### src/rtl/sharedram_arbiter.sv
// Arbiter for one single-port 2K x 16 shared RAM between the 68000 and the MCU byte bus,
// generating 68k DTACK with wait states. Define SHRAM_STATS_EN to add CONTENTION_CNT.
module sharedram_arbiter #(
    parameter int ADDR_W   = 11,
    parameter bit MCU_PRIO = 1'b0
) (
    input  logic              clk_sys,
    input  logic              nRESET,
    input  logic              nSHAREDRAM_RD,
    input  logic              nSHAREDRAM_WR_U,
    input  logic              nSHAREDRAM_WR_L,
    input  logic [ADDR_W-1:0] M68K_ADDR,
    input  logic [15:0]       M68K_DIN,
    output logic [15:0]       M68K_DOUT,
    output logic              nDTACK_SHR,
    input  logic              MCU_REQ,
    input  logic              MCU_WE,
    input  logic [ADDR_W:0]   MCU_ADDR,
    input  logic [7:0]        MCU_DIN,
    output logic [7:0]        MCU_DOUT,
    output logic              MCU_ACK,
    output logic [ADDR_W-1:0] RAM_ADDR,
    output logic [15:0]       RAM_WDATA,
    output logic              RAM_WE_U,
    output logic              RAM_WE_L,
    input  logic [15:0]       RAM_RDATA
`ifdef SHRAM_STATS_EN
    ,
    output logic [15:0]       CONTENTION_CNT
`endif
);

    typedef enum logic [1:0] {S_IDLE, S_ACC, S_CAPT, S_CPU_HOLD} state_t;

    state_t              r_state;
    state_t              w_next;
    logic                w_all_hi;
    logic                w_cpu_req;
    logic                w_cpu_wr;
    logic                w_grant_cpu;
    logic                w_grant_mcu;
    logic                r_served;
    logic                r_last_mcu;
    logic                r_owner_mcu;
    logic                r_mcu_wr;
    logic                r_mcu_lo;
    logic [ADDR_W-1:0]   r_ram_addr;
    logic [15:0]         r_wdata;
    logic                r_we_u;
    logic                r_we_l;
    logic [15:0]         r_dout;
    logic [7:0]          r_mdout;
    logic                r_dtack_n;
    logic                r_ack;

    assign w_all_hi  = nSHAREDRAM_RD & nSHAREDRAM_WR_U & nSHAREDRAM_WR_L;
    assign w_cpu_req = !w_all_hi && !r_served;
    assign w_cpu_wr  = !nSHAREDRAM_WR_U || !nSHAREDRAM_WR_L;

    // Next-state and grant decision; ties go to whoever was not granted last unless MCU_PRIO
    always_comb begin
        w_next      = r_state;
        w_grant_cpu = 1'b0;
        w_grant_mcu = 1'b0;
        case (r_state)
            S_IDLE: begin
                if (w_cpu_req && MCU_REQ) begin
                    if ((MCU_PRIO == 1'b1) || !r_last_mcu) begin
                        w_grant_mcu = 1'b1;
                    end else begin
                        w_grant_cpu = 1'b1;
                    end
                end else if (w_cpu_req) begin
                    w_grant_cpu = 1'b1;
                end else if (MCU_REQ) begin
                    w_grant_mcu = 1'b1;
                end else begin
                    w_grant_cpu = 1'b0;
                end
                if (w_grant_cpu || w_grant_mcu) begin
                    w_next = S_ACC;
                end else begin
                    w_next = S_IDLE;
                end
            end
            S_ACC:      w_next = S_CAPT;
            S_CAPT:     w_next = r_owner_mcu ? S_IDLE : S_CPU_HOLD;
            S_CPU_HOLD: begin
                if (w_all_hi) begin
                    w_next = S_IDLE;
                end else begin
                    w_next = S_CPU_HOLD;
                end
            end
            default:    w_next = S_IDLE;
        endcase
    end

    // State register
    always_ff @(posedge clk_sys) begin
        if (!nRESET) begin
            r_state <= S_IDLE;
        end else begin
            r_state <= w_next;
        end
    end

    // Grant bookkeeping, RAM command registers and read-data capture
    always_ff @(posedge clk_sys) begin
        if (!nRESET) begin
            r_served    <= 1'b0;
            r_last_mcu  <= 1'b1;
            r_owner_mcu <= 1'b0;
            r_mcu_wr    <= 1'b0;
            r_mcu_lo    <= 1'b0;
            r_ram_addr  <= {ADDR_W{1'b0}};
            r_wdata     <= 16'h0000;
            r_we_u      <= 1'b0;
            r_we_l      <= 1'b0;
            r_dout      <= 16'h0000;
            r_mdout     <= 8'h00;
            r_dtack_n   <= 1'b1;
            r_ack       <= 1'b0;
        end else begin
            r_we_u <= 1'b0;
            r_we_l <= 1'b0;
            r_ack  <= 1'b0;
            if (w_all_hi) begin
                r_served <= 1'b0;
            end else if (w_grant_cpu) begin
                r_served <= 1'b1;
            end
            if (w_grant_cpu) begin
                r_owner_mcu <= 1'b0;
                r_last_mcu  <= 1'b0;
                r_ram_addr  <= M68K_ADDR;
                if (w_cpu_wr) begin
                    r_wdata <= M68K_DIN;
                    r_we_u  <= !nSHAREDRAM_WR_U;
                    r_we_l  <= !nSHAREDRAM_WR_L;
                end
            end else if (w_grant_mcu) begin
                r_owner_mcu <= 1'b1;
                r_last_mcu  <= 1'b1;
                r_ram_addr  <= MCU_ADDR[ADDR_W:1];
                r_mcu_lo    <= MCU_ADDR[0];
                r_mcu_wr    <= MCU_WE;
                if (MCU_WE) begin
                    r_wdata <= {MCU_DIN, MCU_DIN};
                    r_we_u  <= !MCU_ADDR[0];
                    r_we_l  <= MCU_ADDR[0];
                end
            end
            // RAM_RDATA is valid in CAPT, one cycle after the address was presented
            if (r_state == S_CAPT) begin
                if (!r_owner_mcu) begin
                    r_dout    <= RAM_RDATA;
                    r_dtack_n <= 1'b0;
                end else begin
                    r_ack <= 1'b1;
                    if (!r_mcu_wr) begin
                        r_mdout <= r_mcu_lo ? RAM_RDATA[7:0] : RAM_RDATA[15:8];
                    end
                end
            end else if ((r_state == S_CPU_HOLD) && w_all_hi) begin
                r_dtack_n <= 1'b1;
            end
        end
    end

`ifdef SHRAM_STATS_EN
    logic        w_contend;
    logic [15:0] r_cnt;

    assign w_contend = (r_state != S_IDLE) && (r_owner_mcu ? w_cpu_req : MCU_REQ);

    // Saturating count of cycles in which one side waits on the other's access
    always_ff @(posedge clk_sys) begin
        if (!nRESET) begin
            r_cnt <= 16'h0000;
        end else if (w_contend && (r_cnt != 16'hFFFF)) begin
            r_cnt <= r_cnt + 16'h0001;
        end else begin
            r_cnt <= r_cnt;
        end
    end

    assign CONTENTION_CNT = r_cnt;
`endif

    assign M68K_DOUT  = r_dout;
    assign nDTACK_SHR = r_dtack_n;
    assign MCU_DOUT   = r_mdout;
    assign MCU_ACK    = r_ack;
    assign RAM_ADDR   = r_ram_addr;
    assign RAM_WDATA  = r_wdata;
    assign RAM_WE_U   = r_we_u;
    assign RAM_WE_L   = r_we_l;

endmodule
### config.mk
export PLATFORM = sky130hd
export DESIGN_NAME = sharedram_arbiter
export DESIGN_NICKNAME = d
export VERILOG_FILES = /design/src/rtl/sharedram_arbiter.sv
export SDC_FILE = /design/constraint.sdc
export NUM_CORES = 1
export LEC_CHECK = 0
export ABC_AREA = 1
export BUFFER_PORTS_ARGS = -buffer_cell sky130_fd_sc_hd__buf_4
export CAP_MARGIN = 15
export CORE_AREA = 2 2 101 103
export CTS_CLUSTER_DIAMETER = 150
export CTS_CLUSTER_SIZE = 24
export DETAILED_ROUTE_END_ITERATION = 10
export DIE_AREA = 0 0 103 105
export PLACE_DENSITY = 0.59
export SKIP_LAST_GASP = 1
export SLEW_MARGIN = 40
export SYNTH_ARGS = -nofsm -noshare
export SYNTH_HDL_FRONTEND = slang
export SYNTH_SLANG_ARGS = --single-unit
### constraint.sdc
create_clock -name clk_sys -period 2.45 [get_ports clk_sys]
set_input_delay 0.3675 -clock clk_sys [delete_from_list [all_inputs] [get_ports clk_sys]]
set_output_delay 0.3675 -clock clk_sys [all_outputs]
set_load 0.1 [all_outputs]
==> results of run 1 <==
-- path summary, 6_finish.rpt --
| kind | from | to | slack, ps |
|---|---|---|---|
| worst max-delay path | r_state[1] | M68K_DOUT[7] | 570 |
| worst min-delay path | RAM_RDATA[13] | M68K_DOUT[13] | 300 |
| worst max register to register | r_state[1] | M68K_DOUT[7] | 570 |
| worst min register to register | M68K_DOUT[5] | M68K_DOUT[5] | 470 |
-- flip-flops by register name (all words and copies together) (netlist names) --
name / cells
M68K_DOUT: 16
MCU_ACK: 1
MCU_DOUT: 8
RAM_ADDR: 11
RAM_WDATA: 16
RAM_WE_L: 1
RAM_WE_U: 1
nDTACK_SHR: 1
r_last_mcu: 1
r_mcu_lo: 1
r_mcu_wr: 1
r_owner_mcu: 1
r_served: 1
r_state: 2
-- cell families (layout without fill, tap and decap cells) --
| group | count (synthesis) | in the layout | synth area share |
|---|---|---|---|
| flops | 62 | 62 | 0.437 |
| compound gates | 78 | 78 | 0.140 |
| simple gates | 200 | 200 | 0.310 |
| buf+inv | 73 | 199 | 0.114 |
-- area by class of cell --
class                   instances  share of cell area
repair buffers                130               0.239
clock buffers                  13              0.0439
clock inverters                 3             0.00981
multi-input cells             278               0.313
flip-flops and latches         62               0.304
inverters                      53              0.0488
well taps                     133              0.0408
-- stage by stage --
step	hold slack, ps	cell area (um^2)
floorplan	440	2840
global placement	454	3860
detailed placement	461	3860
CTS	277	4080
global route	297	4080
finish	301	4080
-- per-layer routing --
layer,vias up,GRT usage,part of all wire
li1,1540,-,-
met1,1299,0.194,0.45
met2,102,0.256,0.47
met3,8,0.0408,0.073
met4,0,0.0517,0.0093
met5,-,0,0
-- critical path: cells and delay by family, from the launching register on --
kind	cells	cell delay, ps
buffers and inverters	2	650
DFF	1	460
and+or+nand+nor	3	550
AOI/OAI and AO/OA	1	160
-- cells in the mapped netlist --
| library cell | count |
|---|---|
| o21a_1 | 1 |
| buf_6 | 2 |
| nand4_1 | 1 |
| nor2_8 | 1 |
| buf_2 | 6 |
| nand3_4 | 1 |
| nand2_1 | 93 |
| a21oi_1 | 25 |
| buf_1 | 1 |
| o21ai_0 | 50 |
| nand3_2 | 1 |
| buf_4 | 4 |
| clkbuf_8 | 1 |
| a211oi_1 | 1 |
| clkbuf_2 | 1 |
| or2_2 | 1 |
| inv_2 | 1 |
| nor2_1 | 58 |
| nand3_1 | 31 |
| o211ai_1 | 1 |
| nor4_1 | 1 |
| clkinv_1 | 1 |
| dfxtp_1 | 62 |
| nand2_4 | 1 |
| nor2_2 | 8 |
| nor3b_4 | 1 |
| clkbuf_1 | 5 |
| inv_1 | 51 |
| nand2_2 | 2 |
==> metrics.cfg, run 1 <==
[critical_path]
arrival_ps = 2140
worst-setup-path-type = register to register
r2r_cells = 6
start_kind = register
path_cells = inv_1 -> nor2_1 -> nand2_1 -> inv_1 -> nand2_1 -> a21oi_1
worst_setup_path_end_kind = register
required_ps = 2710
critPathSlowestCell = inv_1
cp_max_fo = 24
crit_path_max_incr_delay_ps = 560

[timing]
finClkSkew_ps = 6.92
period_needed_ps = 1880
setup_viol = 0
final_max_slew_viol_count = 0
rsz0062_at_grt = false
tightestPinTransition_ps = 620
final_hold_viol_count = 0
max_slew_margin = 0.586
setup_tns_ps = 0
min_period_over_period = 0.767
setup_slack_ps = 570
timing.fmax_ghz = 0.532

[cts]
tritoncts = yes
clk_pin_slew_ps = 70
clock_sinks = 62
cts_resized = 0
h-tree-depth = 3
root_buffer = clkbuf_8
ctsHoldBuffers = 0
clk_latency_ps = 320
postCtsSetupBuffers = 0
cts.path.max_buffers = 2
cts_made_buffers = 9

[yosys]
ys_top_cells_by_area = dfxtp_1 44%, nand2_1 12%, o21ai_0 8.8%
yosysTopAreaCell = dfxtp_1
synth.top_cell.area_share = 0.437
syn-instance-count = 413
ys_seq_area_frac = 0.437
synth_cell_types = 29
ys_seq_elements = 62
synth_area_um2 = 2840
syn_nets = 483
syn_avg_cell_area_um2 = 6.88
yosys_warnings = 0

[finish]
final_cell_mix = 130 x buf_4, 93 x nand2_1, 62 x dfxtp_1, 58 x nor2_1, 51 x inv_1
diodes = 0
fin_cells = 672
fin_util = 0.423
multi_input_comb_area_um2 = 1280
layout-drive-gt1-share = 0.302
syn2layout_area_growth_pct = 43.5
layout_commonest_cell = buf_4
seqCellArea_um2 = 1240
fillers = 1040
final_nets = 604

[run_status]
status = complete, no violations

[route]
via_count = 2949
drc = 0
drt-pass1-iter-count = 4
ant_nets = 0
routed_wl_um = 8210
drt_iter0_markers = 83
wl_per_cell_um = 12.2
vias_per_cell = 4.39

[place]
port_buffers = 124
hpwl_um = 6350
pre_cts_ws_ps = 571
dp.cells = 656
finalWeightedCongestion = 0.792

[grt]
grtUsageTotal = 0.155
grt_pass1_wl_um = 13300
grt_max_degree = 44
grt_pass1_vias = 2934
grt_overflow = 0
antenna_found_initial = 0

[floorplan]
die-area_um2 = 10800
initial_utilization = 0.295
std_cell_rows = 36
core_area_um2 = 9640
ios = 125
die_w_um = 103
die_h_um = 105

[run]
drv_cap = 0

[min_path]
min_path_type = input port to register
hold_depth = 3

Power of run 1 is left out: the tool's default activity adds up to more than one toggle a clock period on the data nets, which glitch-free logic cannot reach.
==> run 2, diff against run 1 <==
- clock period: 2.45 -> 1.8 ns (I/O delays scaled with it)
==> run 2 against run 1 <==
Worst hold slack worse by 120 ps. Worst setup slack worse by 350 ps. Largest cell class unchanged. Maximum frequency up 19%. Wire length up 2.6%. Sequential cell count unchanged. Critical endpoint is now RAM_ADDR[0]. Via count about the same.
==> metrics.cfg, run 2 (synthesis results as in run 1) <==
[finish]
layout_commonest_cell = buf_4
stdcell_area_um2 = 4140  ; +1.4%
syn2layout_area_growth_pct = 45.5
final_nets = 608  ; +0.66%
diodes = 0  ; unchanged
fillers = 1066  ; +2.5%
multi_input_comb_area_um2 = 1280  ; unchanged
layout-drive-gt1-share = 0.308  ; +0.00514
final_cell_mix = 133 x buf_4, 93 x nand2_1, 62 x dfxtp_1, 58 x nor2_1, 51 x inv_1
seqCellArea_um2 = 1240  ; unchanged

[cts]
cts_resized = 0  ; unchanged
tritoncts = yes
cts_made_buffers = 9  ; unchanged
postCtsSetupBuffers = 0  ; unchanged
clk_pin_slew_ps = 70  ; about the same
clk_latency_ps = 330  ; about the same
cts.path.max_buffers = 2  ; unchanged
clock_sinks = 62  ; unchanged
ctsHoldBuffers = 0  ; unchanged
root_buffer = clkbuf_8
h-tree-depth = 3  ; unchanged

[floorplan]
initial_utilization = 0.295  ; unchanged
die_h_um = 105  ; unchanged
ios = 125  ; unchanged
die_w_um = 103  ; unchanged
std_cell_rows = 36  ; unchanged
core_area_um2 = 9640  ; unchanged
die-area_um2 = 10800  ; unchanged

[critical_path]
rrSetupSlack_ps = 220  ; -350 ps
start_kind = register
worst_setup_path_end_kind = register
cp_max_fo = 8  ; -67%
required_ps = 2030  ; -680 ps
worst-setup-path-type = register to register
arrival_ps = 1800  ; -340 ps

[timing]
timing.hold.ws_ps = 180  ; -121 ps
period_needed_ps = 1580  ; -303 ps
finClkSkew_ps = 8.59  ; +1.67 ps
rsz0062_at_grt = false
setup_slack_ps = 223  ; -347 ps
timing.fmax_ghz = 0.634  ; +19%
final_hold_viol_count = 0  ; unchanged
setup_viol = 0  ; unchanged
setup_tns_ps = 0  ; unchanged
min_period_over_period = 0.876  ; +0.109
max_slew_margin = 0.660  ; +0.0737
tightestPinTransition_ps = 510  ; -111 ps
final_max_slew_viol_count = 0  ; unchanged

[route]
wl_per_cell_um = 12.5  ; +2.0%
via_count = 2951  ; +0.068%
ant_nets = 0  ; unchanged
drt_iter0_markers = 100  ; +20%
vias_per_cell = 4.37  ; -0.52%
drt-pass1-iter-count = 4  ; unchanged
drc = 0  ; unchanged
routed_wl_um = 8420  ; +2.6%

[run_status]
status = complete, no violations

[place]
finalWeightedCongestion = 0.777  ; -1.8%
place_area_um2 = 3900  ; +1.1%
hpwl_um = 6620  ; +4.3%
pre_cts_ws_ps = 192  ; -379 ps
port_buffers = 124  ; unchanged

[run]
drv_cap = 0  ; unchanged

[grt]
grtUsageTotal = 0.158  ; +0.00267
grt_pass1_wl_um = 13400  ; +0.73%
grt_overflow = 0  ; unchanged
grt_max_degree = 38  ; -14%
antenna_found_initial = 0  ; unchanged
grt_pass1_vias = 2843  ; -3.1%

[min_path]
min_path_type = input port to register

[run 2: changes by cell type in the layout (fill, tap and decap cells not counted)]
| cell | before | now |
|---|---|---|
| bufinv_16 | 1 | 2 |
| clkinv_2 | 2 | 1 |
| buf_12 | 0 | 1 |
| clkinvlp_4 | 0 | 1 |
| clkinv_4 | 0 | 1 |
| clkbuf_8 | 13 | 11 |
| buf_4 | 130 | 133 |
[run 2: worst max-delay path, stage by stage, from the launching register on]
cell and delay (ps):
dfxtp_1 390, nor3b_4 440, nand2_1 150, nand2_1 180, inv_1 130, nor2_1 130
nor2_1 50
[run 2: path summary, 6_finish.rpt]
kind	from	endpoint	depth (start not counted)
hold reg to reg	r_mcu_wr	r_mcu_wr	2
hold / removal	RAM_RDATA[11]	M68K_DOUT[11]	3
setup / recovery	r_state[0]	RAM_ADDR[0]	6
setup reg to reg	r_state[0]	RAM_ADDR[0]	6
[run 2: stage by stage]
stage               cells  utilization
floorplan             413            -
global placement      660        0.405
detailed placement    660        0.405
CTS                   676        0.429
global route          676        0.429
finish                676        0.429
[run 2: layout make-up]
| cell class | count | share of cell area |
|---|---|---|
| Inverter | 53 | 0.0481 |
| Tap cell | 133 | 0.0402 |
| Clock inverter | 5 | 0.0197 |
| Sequential cell | 62 | 0.300 |
| Clock buffer | 11 | 0.0366 |
| Timing Repair Buffer | 134 | 0.246 |
| Multi-Input combinational cell | 278 | 0.309 |
[run 2: routing by layer]
layer	vias to the layer above	track usage	wire, um
met5	-	0	0
met4	0	0.0592	126
met3	10	0.0348	557
met2	100	0.269	4090
met1	1294	0.191	3650
li1	1547	-	-
Power of run 2 is left out for the same reason.
==> run 3, diff against run 2 <==
- CORE_AREA: 2 2 101 103 -> 2 2 81 83
- DIE_AREA: 0 0 103 105 -> 0 0 83 85
- PLACE_DENSITY: 0.59 -> 0.83
==> run 3 against run 2 <==
Worst setup slack got worse by 72 ps. Cell count decreased by 8.4%. Final area decreased by 1.9%. Sequential cell count unchanged. Global-route usage increased by 6.4 points. Worst hold slack improved by 2.5 ps. Clock skew increased by 2.5 ps. Via count increased by 1.4%. Non-clock buffer count decreased by 1. Maximum frequency decreased by 4.4%. Largest cell class unchanged. Highest routed layer unchanged.
==> metrics.cfg, run 3 (synthesis results as in run 1) <==
[run_status]
status = complete, no violations

[critical_path]
startpoint = r_state[0]
start_kind = register
cp_max_fo = 11  ; +3
r2r_start = r_state[0]
required_ps = 2040  ; about the same
r2r_cells = 6  ; unchanged
path_cells = nor3b_4 -> nand2_1 -> buf_4 -> inv_1 -> nand3_1 -> a21oi_1
setup.worst_path.end = RAM_WE_L
worst-setup-path-type = register to register
critPathSlowestCell = nor3b_4
rrSetupSlack_ps = 150  ; -70 ps
r2r-end = RAM_WE_L
worst_setup_path_end_kind = register
arrival_ps = 1890  ; +90 ps
crit_path_max_incr_delay_ps = 430  ; about the same

[timing]
min_period_over_period = 0.916  ; +0.0399
tightestPinTransition_ps = 547  ; +37.2 ps
setup_viol = 0  ; unchanged
timing.fmax_ghz = 0.606  ; -4.4%
max_slew_margin = 0.633  ; -0.0266
setup_tns_ps = 0  ; unchanged
final_hold_viol_count = 0  ; unchanged
period_needed_ps = 1650  ; +71.9 ps
finClkSkew_ps = 11.0  ; +2.46 ps
final_max_slew_viol_count = 0  ; unchanged
rsz0062_at_grt = false

[route]
drt-pass1-iter-count = 5  ; +1
drc = 0  ; unchanged
vias_per_cell = 4.84  ; +11%
routed_wl_um = 7580  ; -10%
drt_iter0_markers = 99  ; -1.0%
ant_nets = 0  ; unchanged
wl_per_cell_um = 12.2  ; -1.7%
via_count = 2993  ; +1.4%

[finish]
final_cell_mix = 132 x buf_4, 93 x nand2_1, 62 x dfxtp_1, 58 x nor2_1, 51 x inv_1
syn2layout_area_growth_pct = 42.7
diodes = 0  ; unchanged
fin_util = 0.654  ; +0.225
fin_cells = 619  ; -8.4%
layout-drive-gt1-share = 0.306  ; -0.00128
layout_commonest_cell = buf_4
final_nets = 607  ; -0.16%

[cts]
ctsHoldBuffers = 0  ; unchanged
cts_resized = 0  ; unchanged
tritoncts = yes
h-tree-depth = 3  ; unchanged
cts_made_buffers = 9  ; unchanged
clk_latency_ps = 340  ; about the same
root_buffer = clkbuf_8
clock_sinks = 62  ; unchanged
clk_pin_slew_ps = 80  ; about the same
cts.path.max_buffers = 2  ; unchanged
postCtsSetupBuffers = 0  ; unchanged

[floorplan]
ios = 125  ; unchanged
std_cell_rows = 29  ; -19%
die_h_um = 85  ; -19%
core_area_um2 = 6200  ; -36%
die_w_um = 83  ; -19%
die-area_um2 = 7060  ; -35%
initial_utilization = 0.458  ; +0.163

[grt]
grt_max_degree = 44  ; +16%
grt_overflow = 0  ; unchanged
antenna_found_initial = 0  ; unchanged
grt_pass1_wl_um = 12900  ; -3.3%
grtUsageTotal = 0.222  ; +0.0639
grt_pass1_vias = 2892  ; +1.7%

[place]
port_buffers = 124  ; unchanged
finalWeightedCongestion = 0.806  ; +3.7%
dp.cells = 603  ; -8.6%
hpwl_um = 5580  ; -16%

[run]
drv_cap = 0  ; unchanged

[min_path]
hold_path_startpoint = RAM_RDATA[14]
min_path_type = input port to register

-- run 3: stage by stage --
stage / hold slack, ps / area (um^2) / worst slack (ps)
CTS: 171 / 4060 / 170
global placement: 453 / 3830 / 300
detailed placement: 462 / 3830 / 273
floorplan: 413 / 2840 / 430
global route: 187 / 4060 / 26.1
finish: 182 / 4060 / 151
-- run 3: final cells by class --
cell class	count	area [um^2]
fill	542	2150
multi-input combinational	278	1280
sequential	62	1240
timing repair buffer	133	1010
inverter	53	199
clock buffer	9	124
clock inverter	7	106
tap	77	96.3
-- run 3: how the worst min path moves through the flow --
stage / to / slack [ps] / cells after the start
after floorplan: M68K_DOUT[11] / 410 / 2
after global placement: r_mcu_wr / 450 / 2
after detailed placement: r_mcu_wr / 460 / 2
after CTS: M68K_DOUT[14] / 170 / 3
after global routing: M68K_DOUT[11] / 190 / 3
final: M68K_DOUT[14] / 180 / 3
-- run 3: layer usage --
metal	up-vias	share of wire	GRT usage	wire [um]
met2	115	0.49	0.377	3740
met5	-	0	0	0
li1	1548	-	-	-
met4	0	0.0092	0.0835	70
met1	1321	0.42	0.266	3200
met3	9	0.075	0.0661	569
-- run 3: worst max-delay path, delay by kind of cell (launching register included) --
family,cells,cell delay [ps]
and+or+nand+nor,3,690
DFF,1,380
buffers and inverters,2,300
AOI/OAI and AO/OA,1,180
Power of run 3 is left out for the same reason.
